[src/rtl/serial_subtractor_if.sv]
// Start/busy/done handshake bundle for serial_subtractor.
// The ovf signal exists only when SERIAL_SUB_OVF_EN is defined.
interface serial_subtractor_if #(
    parameter int WIDTH = 8
);
    logic             start;
    logic [WIDTH-1:0] a;
    logic [WIDTH-1:0] b;
    logic             busy;
    logic             done;
    logic [WIDTH-1:0] diff;
    logic             borrow;
`ifdef SERIAL_SUB_OVF_EN
    logic             ovf;
`endif

    modport master (
        output start, a, b,
`ifdef SERIAL_SUB_OVF_EN
        input  ovf,
`endif
        input  busy, done, diff, borrow
    );

    modport slave (
        input  start, a, b,
`ifdef SERIAL_SUB_OVF_EN
        output ovf,
`endif
        output busy, done, diff, borrow
    );
endinterface

[src/rtl/serial_subtractor.sv]
// Bit-serial a - b, LSB first, one full-subtractor cell plus a borrow flop.
// Define SERIAL_SUB_OVF_EN to add the signed-overflow output ovf.
module serial_subtractor #(
    parameter int WIDTH = 8
) (
    input  logic                 clk,
    input  logic                 rst,
    serial_subtractor_if.slave   sub_if
);
    localparam int CW = $clog2(WIDTH);

    typedef enum logic {IDLE, RUN} state_t;

    state_t           state_q, state_d;
    logic [WIDTH-1:0] sa_q, sb_q, part_q, diff_q;
    logic [CW-1:0]    cnt_q;
    logic             br_q, borrow_q, done_q;

    logic             ai, bi, d, brNext, lastBit;
    logic [WIDTH-1:0] partNext;

    assign ai       = sa_q[0];
    assign bi       = sb_q[0];
    assign d        = ai ^ bi ^ br_q;
    assign brNext   = (~ai & bi) | (~(ai ^ bi) & br_q);
    assign partNext = {d, part_q[WIDTH-1:1]};
    assign lastBit  = (cnt_q == CW'(WIDTH - 1));

`ifdef SERIAL_SUB_OVF_EN
    logic aSign_q, bSign_q, ovf_q, ovfNext;

    // The final d is the result's sign bit, so overflow is decided on the done edge.
    assign ovfNext = (aSign_q != bSign_q) && (d != aSign_q);
`endif

    always_ff @(posedge clk or posedge rst) begin
        if (rst) state_q <= IDLE;
        else     state_q <= state_d;
    end

    always_comb begin
        state_d = state_q;
        case (state_q)
            IDLE:    if (sub_if.start) state_d = RUN;
            RUN:     if (lastBit)      state_d = IDLE;
            default: state_d = IDLE;
        endcase
    end

    always_comb begin
        sub_if.busy = (state_q == RUN);
    end

    always_ff @(posedge clk or posedge rst) begin
        if (rst) begin
            sa_q     <= '0;
            sb_q     <= '0;
            part_q   <= '0;
            diff_q   <= '0;
            cnt_q    <= '0;
            br_q     <= 1'b0;
            borrow_q <= 1'b0;
            done_q   <= 1'b0;
`ifdef SERIAL_SUB_OVF_EN
            aSign_q  <= 1'b0;
            bSign_q  <= 1'b0;
            ovf_q    <= 1'b0;
`endif
        end else begin
            done_q <= 1'b0;
            if (state_q == IDLE) begin
                if (sub_if.start) begin
                    sa_q   <= sub_if.a;
                    sb_q   <= sub_if.b;
                    part_q <= '0;
                    cnt_q  <= '0;
                    br_q   <= 1'b0;
`ifdef SERIAL_SUB_OVF_EN
                    aSign_q <= sub_if.a[WIDTH-1];
                    bSign_q <= sub_if.b[WIDTH-1];
`endif
                end
            end else begin
                sa_q   <= sa_q >> 1;
                sb_q   <= sb_q >> 1;
                part_q <= partNext;
                br_q   <= brNext;
                cnt_q  <= cnt_q + CW'(1);
                // Visible results move only here so they hold steady through RUN.
                if (lastBit) begin
                    diff_q   <= partNext;
                    borrow_q <= brNext;
                    done_q   <= 1'b1;
`ifdef SERIAL_SUB_OVF_EN
                    ovf_q    <= ovfNext;
`endif
                end
            end
        end
    end

    assign sub_if.done   = done_q;
    assign sub_if.diff   = diff_q;
    assign sub_if.borrow = borrow_q;
`ifdef SERIAL_SUB_OVF_EN
    assign sub_if.ovf    = ovf_q;
`endif
endmodule

[src/flat_wrapper.sv]
// flat-port wrapper written by rule: the top's interface ports become plain ports
module serial_subtractor_flat 
#(
    parameter int WIDTH = 8
)
  (clk, rst, sub_if_start, sub_if_a, sub_if_b, sub_if_busy, sub_if_done, sub_if_diff, sub_if_borrow);
  serial_subtractor_if #(.WIDTH(WIDTH)) sub_if_i ();
  input  logic clk;
  input  logic rst;
  input wire logic [$bits(sub_if_i.start)-1:0] sub_if_start;
  input wire logic [$bits(sub_if_i.a)-1:0] sub_if_a;
  input wire logic [$bits(sub_if_i.b)-1:0] sub_if_b;
  output wire logic [$bits(sub_if_i.busy)-1:0] sub_if_busy;
  output wire logic [$bits(sub_if_i.done)-1:0] sub_if_done;
  output wire logic [$bits(sub_if_i.diff)-1:0] sub_if_diff;
  output wire logic [$bits(sub_if_i.borrow)-1:0] sub_if_borrow;
  assign sub_if_i.start = sub_if_start;
  assign sub_if_i.a = sub_if_a;
  assign sub_if_i.b = sub_if_b;
  assign sub_if_busy = sub_if_i.busy;
  assign sub_if_done = sub_if_i.done;
  assign sub_if_diff = sub_if_i.diff;
  assign sub_if_borrow = sub_if_i.borrow;
  serial_subtractor #(.WIDTH(WIDTH)) u_core (.clk(clk), .rst(rst), .sub_if(sub_if_i));
endmodule
[config.mk]
export PLATFORM = sky130hd
export DESIGN_NAME = serial_subtractor_flat
export DESIGN_NICKNAME = d
export VERILOG_FILES = /design/src/rtl/serial_subtractor_if.sv /design/src/rtl/serial_subtractor.sv /design/src/flat_wrapper.sv
export SDC_FILE = /design/constraint.sdc
export NUM_CORES = 1
export LEC_CHECK = 0
export ABC_AREA = 1
export CAP_MARGIN = 0
export CORE_ASPECT_RATIO = 2
export CORE_MARGIN = 2
export CORE_UTILIZATION = 45
export DETAILED_ROUTE_END_ITERATION = 8
export GPL_ROUTABILITY_DRIVEN = 0
export HOLD_SLACK_MARGIN = 0.03
export PLACE_DENSITY = 0.8
export SLEW_MARGIN = 20
export SYNTH_ARGS = -nofsm -noshare
export SYNTH_HDL_FRONTEND = slang
export SYNTH_SLANG_ARGS = --single-unit
export TNS_END_PERCENT = 20
[constraint.sdc]
create_clock -name clk -period 1.3 [get_ports clk]
set_clock_uncertainty 0.1 [all_clocks]
set_input_delay 0.26 -clock clk [delete_from_list [all_inputs] [get_ports clk]]
set_output_delay 0.26 -clock clk [all_outputs]
set_load 0.01 [all_outputs]
## After elaboration in Yosys (flattened, before gate mapping)

Index checks and enable logic that the tools add are counted.

- Add/subtract/negate cells: 1
- Equal/unequal tests: 1
- Reduce and logical (&&, ||, !) cells: 2
- Mux-type cells: 15
- Bitwise operators: 8

Operators by type and width:

| operator | number |
|---|---|
| $mux 8 | 6 |
| $mux 1 | 6 |
| $mux 3 | 2 |
| $add 3x1->3 const B | 1 |
| $eq 3x3->1 const B | 1 |
| $not 1->1 | 3 |
| $and 1x1->1 | 2 |
| $pmux 1 s2 | 1 |
| $reduce_and 2->1 | 1 |
| $reduce_bool 2->1 | 1 |
| $xor 1x1->1 | 2 |
| $or 1x1->1 | 1 |

- Word-level logic and storage cells: 36
- Bits in registers: 39
- Input port bits: 19
- Output and inout bits: 11

## Logic depth before layout (Yosys ltp)

- Word-level depth: 5
- Depth in mapped cells: 6
- Mapped depth without buffers: 6

## Worst setup path after synthesis

Ideal clock, no wire load.

- Kind: register to register
- From: register u_core.cnt_q[0]
- To: register u_core.borrow_q (netlist: u_core.sub_if.borrow)
- Required time: 1.074 ns
- Period minus slack after synthesis: 1.271 ns
- Stages on the path, launching flop included: 6
- Slack: 0.029 ns
- Arrival time: 1.045 ns
- Buffers on the path: 1
- Setup time: 0.126 ns
- Cell sequence: dfrtp_1 ha_1 ha_1 nand2_4 buf_6 o21ai_0

- Word-level cells in the longest chain between the ends: 2

RTL lines:

| what | RTL line | RTL |
|---|---|---|
| start, declared | serial_subtractor.sv:16 | `logic [CW-1:0] cnt_q;` |
| start signal, assigned | serial_subtractor.sv:88 | `cnt_q <= cnt_q + CW'(1);` |
| $eq 3x3->1 | serial_subtractor.sv:27 | `assign lastBit = (cnt_q == CW'(WIDTH - 1));` |
| $reduce_and 2->1 (no source line) | n/a |  |
| end signal, assigned | serial_subtractor.sv:92 | `borrow_q <= brNext;` |
| end, declared | serial_subtractor.sv:17 | `logic br_q, borrow_q, done_q;` |

Every way passes these cells.
A chain may end at the register's enable or synchronous reset.

## Worst setup path in the final report

- From: register u_core.sb_q[0]
- To: register u_core.part_q[7]

- Word-level cells in the longest chain between the ends: 3

RTL lines:

| what | RTL line | RTL |
|---|---|---|
| start, declared | serial_subtractor.sv:15 | `logic [WIDTH-1:0] sa_q, sb_q, part_q, diff_q;` |
| start signal, assigned | serial_subtractor.sv:74 | `sb_q <= sub_if.b;` |
| start signal, assigned | serial_subtractor.sv:85 | `sb_q <= sb_q >> 1;` |
| $xor 1x1->1 (2 in a row) | serial_subtractor.sv:24 | `assign d = ai ^ bi ^ br_q;` |
| net u_core.d | serial_subtractor.sv:19 | `logic ai, bi, d, brNext, lastBit;` |
| $mux 8 | serial_subtractor.sv:71 | `if (state_q == IDLE) begin` |
| end signal, assigned | serial_subtractor.sv:86 | `part_q <= partNext;` |
| end, declared | serial_subtractor.sv:15 |  |

The timed path passes the listed nets, and every way through them passes these cells.

==> impl_metrics.tcl <==
set metrics [dict create \
    cp_top_family "adder cells" \
    grt_use_total_pct 17.7 \
    required_ns 1.42 \
    nets 229 \
    finalSetupViolCount 0 \
    drc 0 \
    end_kind "flop" \
    fin_total_pwr_w 0.00439 \
    clkLatencyLatePin_ns 0.29 \
    ys_warn_count 0 \
    period_share_pct 97.2 \
    met1_usage_pct 21.3 \
    fp.dieArea_um2 4100 \
    slowest_delay_ns 0.54 \
    path_clk_slew_ns 0.07 \
    clkSinkCount 38 \
    max_freq_ghz 0.792 \
    cp_slowest_cell "fa_1" \
    ctsHoldBuffers 0 \
    maxSlewHeadroom_pct 84.2 \
    min_path_type "in2async" \
    max-vdd-ir-drop_uv 1160 \
    rsz0062_at_grt "true" \
    ioPinCount 30 \
    outcome "finished clean" \
    netlist_area_um2 1610 \
    cts_tree "built" \
    crit_chain "inv_2 > fa_1 > inv_2 > o21ai_2" \
    ys_types 14 \
    initial_utilization_pct 47.1 \
    fin_tns_setup_ns 0 \
    wl_per_cell_um 11.3 \
    place.port_buffers 29 \
    place_ws_ns -0.186 \
    die_w_um 46.3 \
    die_h_um 88.6 \
    cts_buffers 5 \
    hold_violations 0 \
    core_area_um2 3420 \
    synth_nets 192 \
    vias_per_cell 4.82 \
    grt_util_met2_pct 28.4 \
    final_util_pct 60.9 \
    p_leak_nw 1.02 \
    startpoint_type "flop" \
    use_met3_pct 5.10 \
    path_buf_inv 2 \
    report.final.slew_viol_count 0 \
    p_per_area_nw_per_um2 2110 \
    grt_pass1_wl_um 5230 \
    num_vias 1235 \
    syn2layout_area_growth_pct 29.2 \
    overflow 0 \
    htreeDepth 2 \
    finalWorstSetupSlack_ns 0.0369 \
    rows 30 \
    synth-seq-cells 38 \
    grt_pass1_vias 1202 \
    grt.busiest_layer "met2" \
    drive_above_1_share_pct 16.3 \
    cp_max_fo 2 \
    fin_crit_ns 1.26 \
    crit_top_cell "inv_2" \
    cts_root_buffer "clkbuf_8" \
    insertedDiodeCount 0 \
    worst_slew_pin_slew_ns 0.237 \
    critPathArrivalTime_ns 1.38 \
    ys_seq_area_share_pct 59.1 \
    grt_max_degree 39 \
    syn_inst 170 \
    firstDrtPassIters 4 \
    clk_path_buf_depth 2 \
    antenna_found_initial 0 \
    post-dp-hpwl_um 2000 \
    ant_nets 0 \
    max_cap_viol_count 0 \
    initialDrtViolationCount 52 \
    worst-setup-path-type "reg2reg" \
    drt_wl_total_um 2900 \
    synth.avg_cell_area_um2 9.47 \
]
[Yosys cell counts, drive strengths merged]
master	number	area share [%]
nand2	59	14
ha	2	1.6
fa	1	1.2
nor2	2	1.5
buf	9	5.1
inv	12	2.8
o21ai	17	5.3
dfrtp	38	59
nand3	30	9.3
[registers in the layout (all words and copies together), names as in the netlist]
register	count
u_core.sa_q	8
u_core.sub_if.busy	1
u_core.sub_if.borrow	1
u_core.br_q	1
u_core.sub_if.done	1
u_core.cnt_q	3
u_core.sb_q	8
u_core.sub_if.diff	8
u_core.part_q	7
[stage by stage]
step	instance area [µm²]	instances	hold slack, ns
finish	2080	256	0.210
global route	2080	256	0.261
CTS	2090	254	0.214
detailed placement	1960	244	0.369
global placement	1960	244	0.356
floorplan	1610	170	0.305
[worst reg2reg max path, delay by kind of cell (launching register included)]
kind	cells	cell delay, ns
fa+ha+maj	1	0.54
buf+inv	2	0.10
flops	1	0.37
compound gates	1	0.09
[final timing paths]
path / start / to / slack [ns] / cells past startpoint
max: u_core.sb_q[0] / u_core.part_q[7] / 0.04 / 4
min: rst / u_core.sub_if.diff[6] / 0.21 / 3
max reg2reg: u_core.sb_q[0] / u_core.part_q[7] / 0.04 / 4
min reg2reg: u_core.sub_if.diff[7] / u_core.sub_if.diff[7] / 0.38 / 2
max in group asynchronous: rst / u_core.sa_q[4] / 0.70 / 3
min in group clk: u_core.sub_if.diff[7] / u_core.sub_if.diff[7] / 0.38 / 2
[kinds of logic after synthesis]
kind of cell / synth area share, %
and+or+nand+nor: 25.0
adders and majority gates: 2.80
DFF: 59.1
buffers and inverters: 7.85
AOI/OAI and AO/OA: 5.28
[placed cells by master, fill, tap and decap left out, types with 2 or more instances in the layout]
cell	n
dfrtp_1	38
clkbuf_2	7
inv_1	9
inv_2	2
clkbuf_8	6
nand2_1	58
buf_4	6
buf_12	4
o21ai_2	2
o21ai_0	15
nand3_1	30
clkdlybuf4s15_1	3
clkdlybuf4s50_1	18
[layer usage]
layer  wire length (µm)  share of wire [%]
met5                  0                  0
met4                 74                2.6
met3                 98                3.4
met2               1510                 52
met1               1220                 42
[final cells by class]
type	instances	area [µm²]
inverter	12	47.5
tap	48	60.1
fill	282	1340
clock buffer	7	86.3
timing repair buffer	39	375
clock inverter	1	5.00
multi-input combinational	111	556
sequential	38	951
[repair_timing]
item | CTS | global route
gates resized for setup | 25 | 16
gates cloned | 0 | 0
pin swaps | 1 | 1
setup endpoints to repair | 17 | 17
setup buffers | 2 | 2
[power breakdown]
| part | internal (W) | switching [W] |
|---|---|---|
| sequential | 0.00167 | 0.000262 |
| combinational | 0.000755 | 0.000891 |
| clock | 0.000427 | 0.000385 |
| total | 0.00285 | 0.00154 |
(Power assumes the default switching activity.)
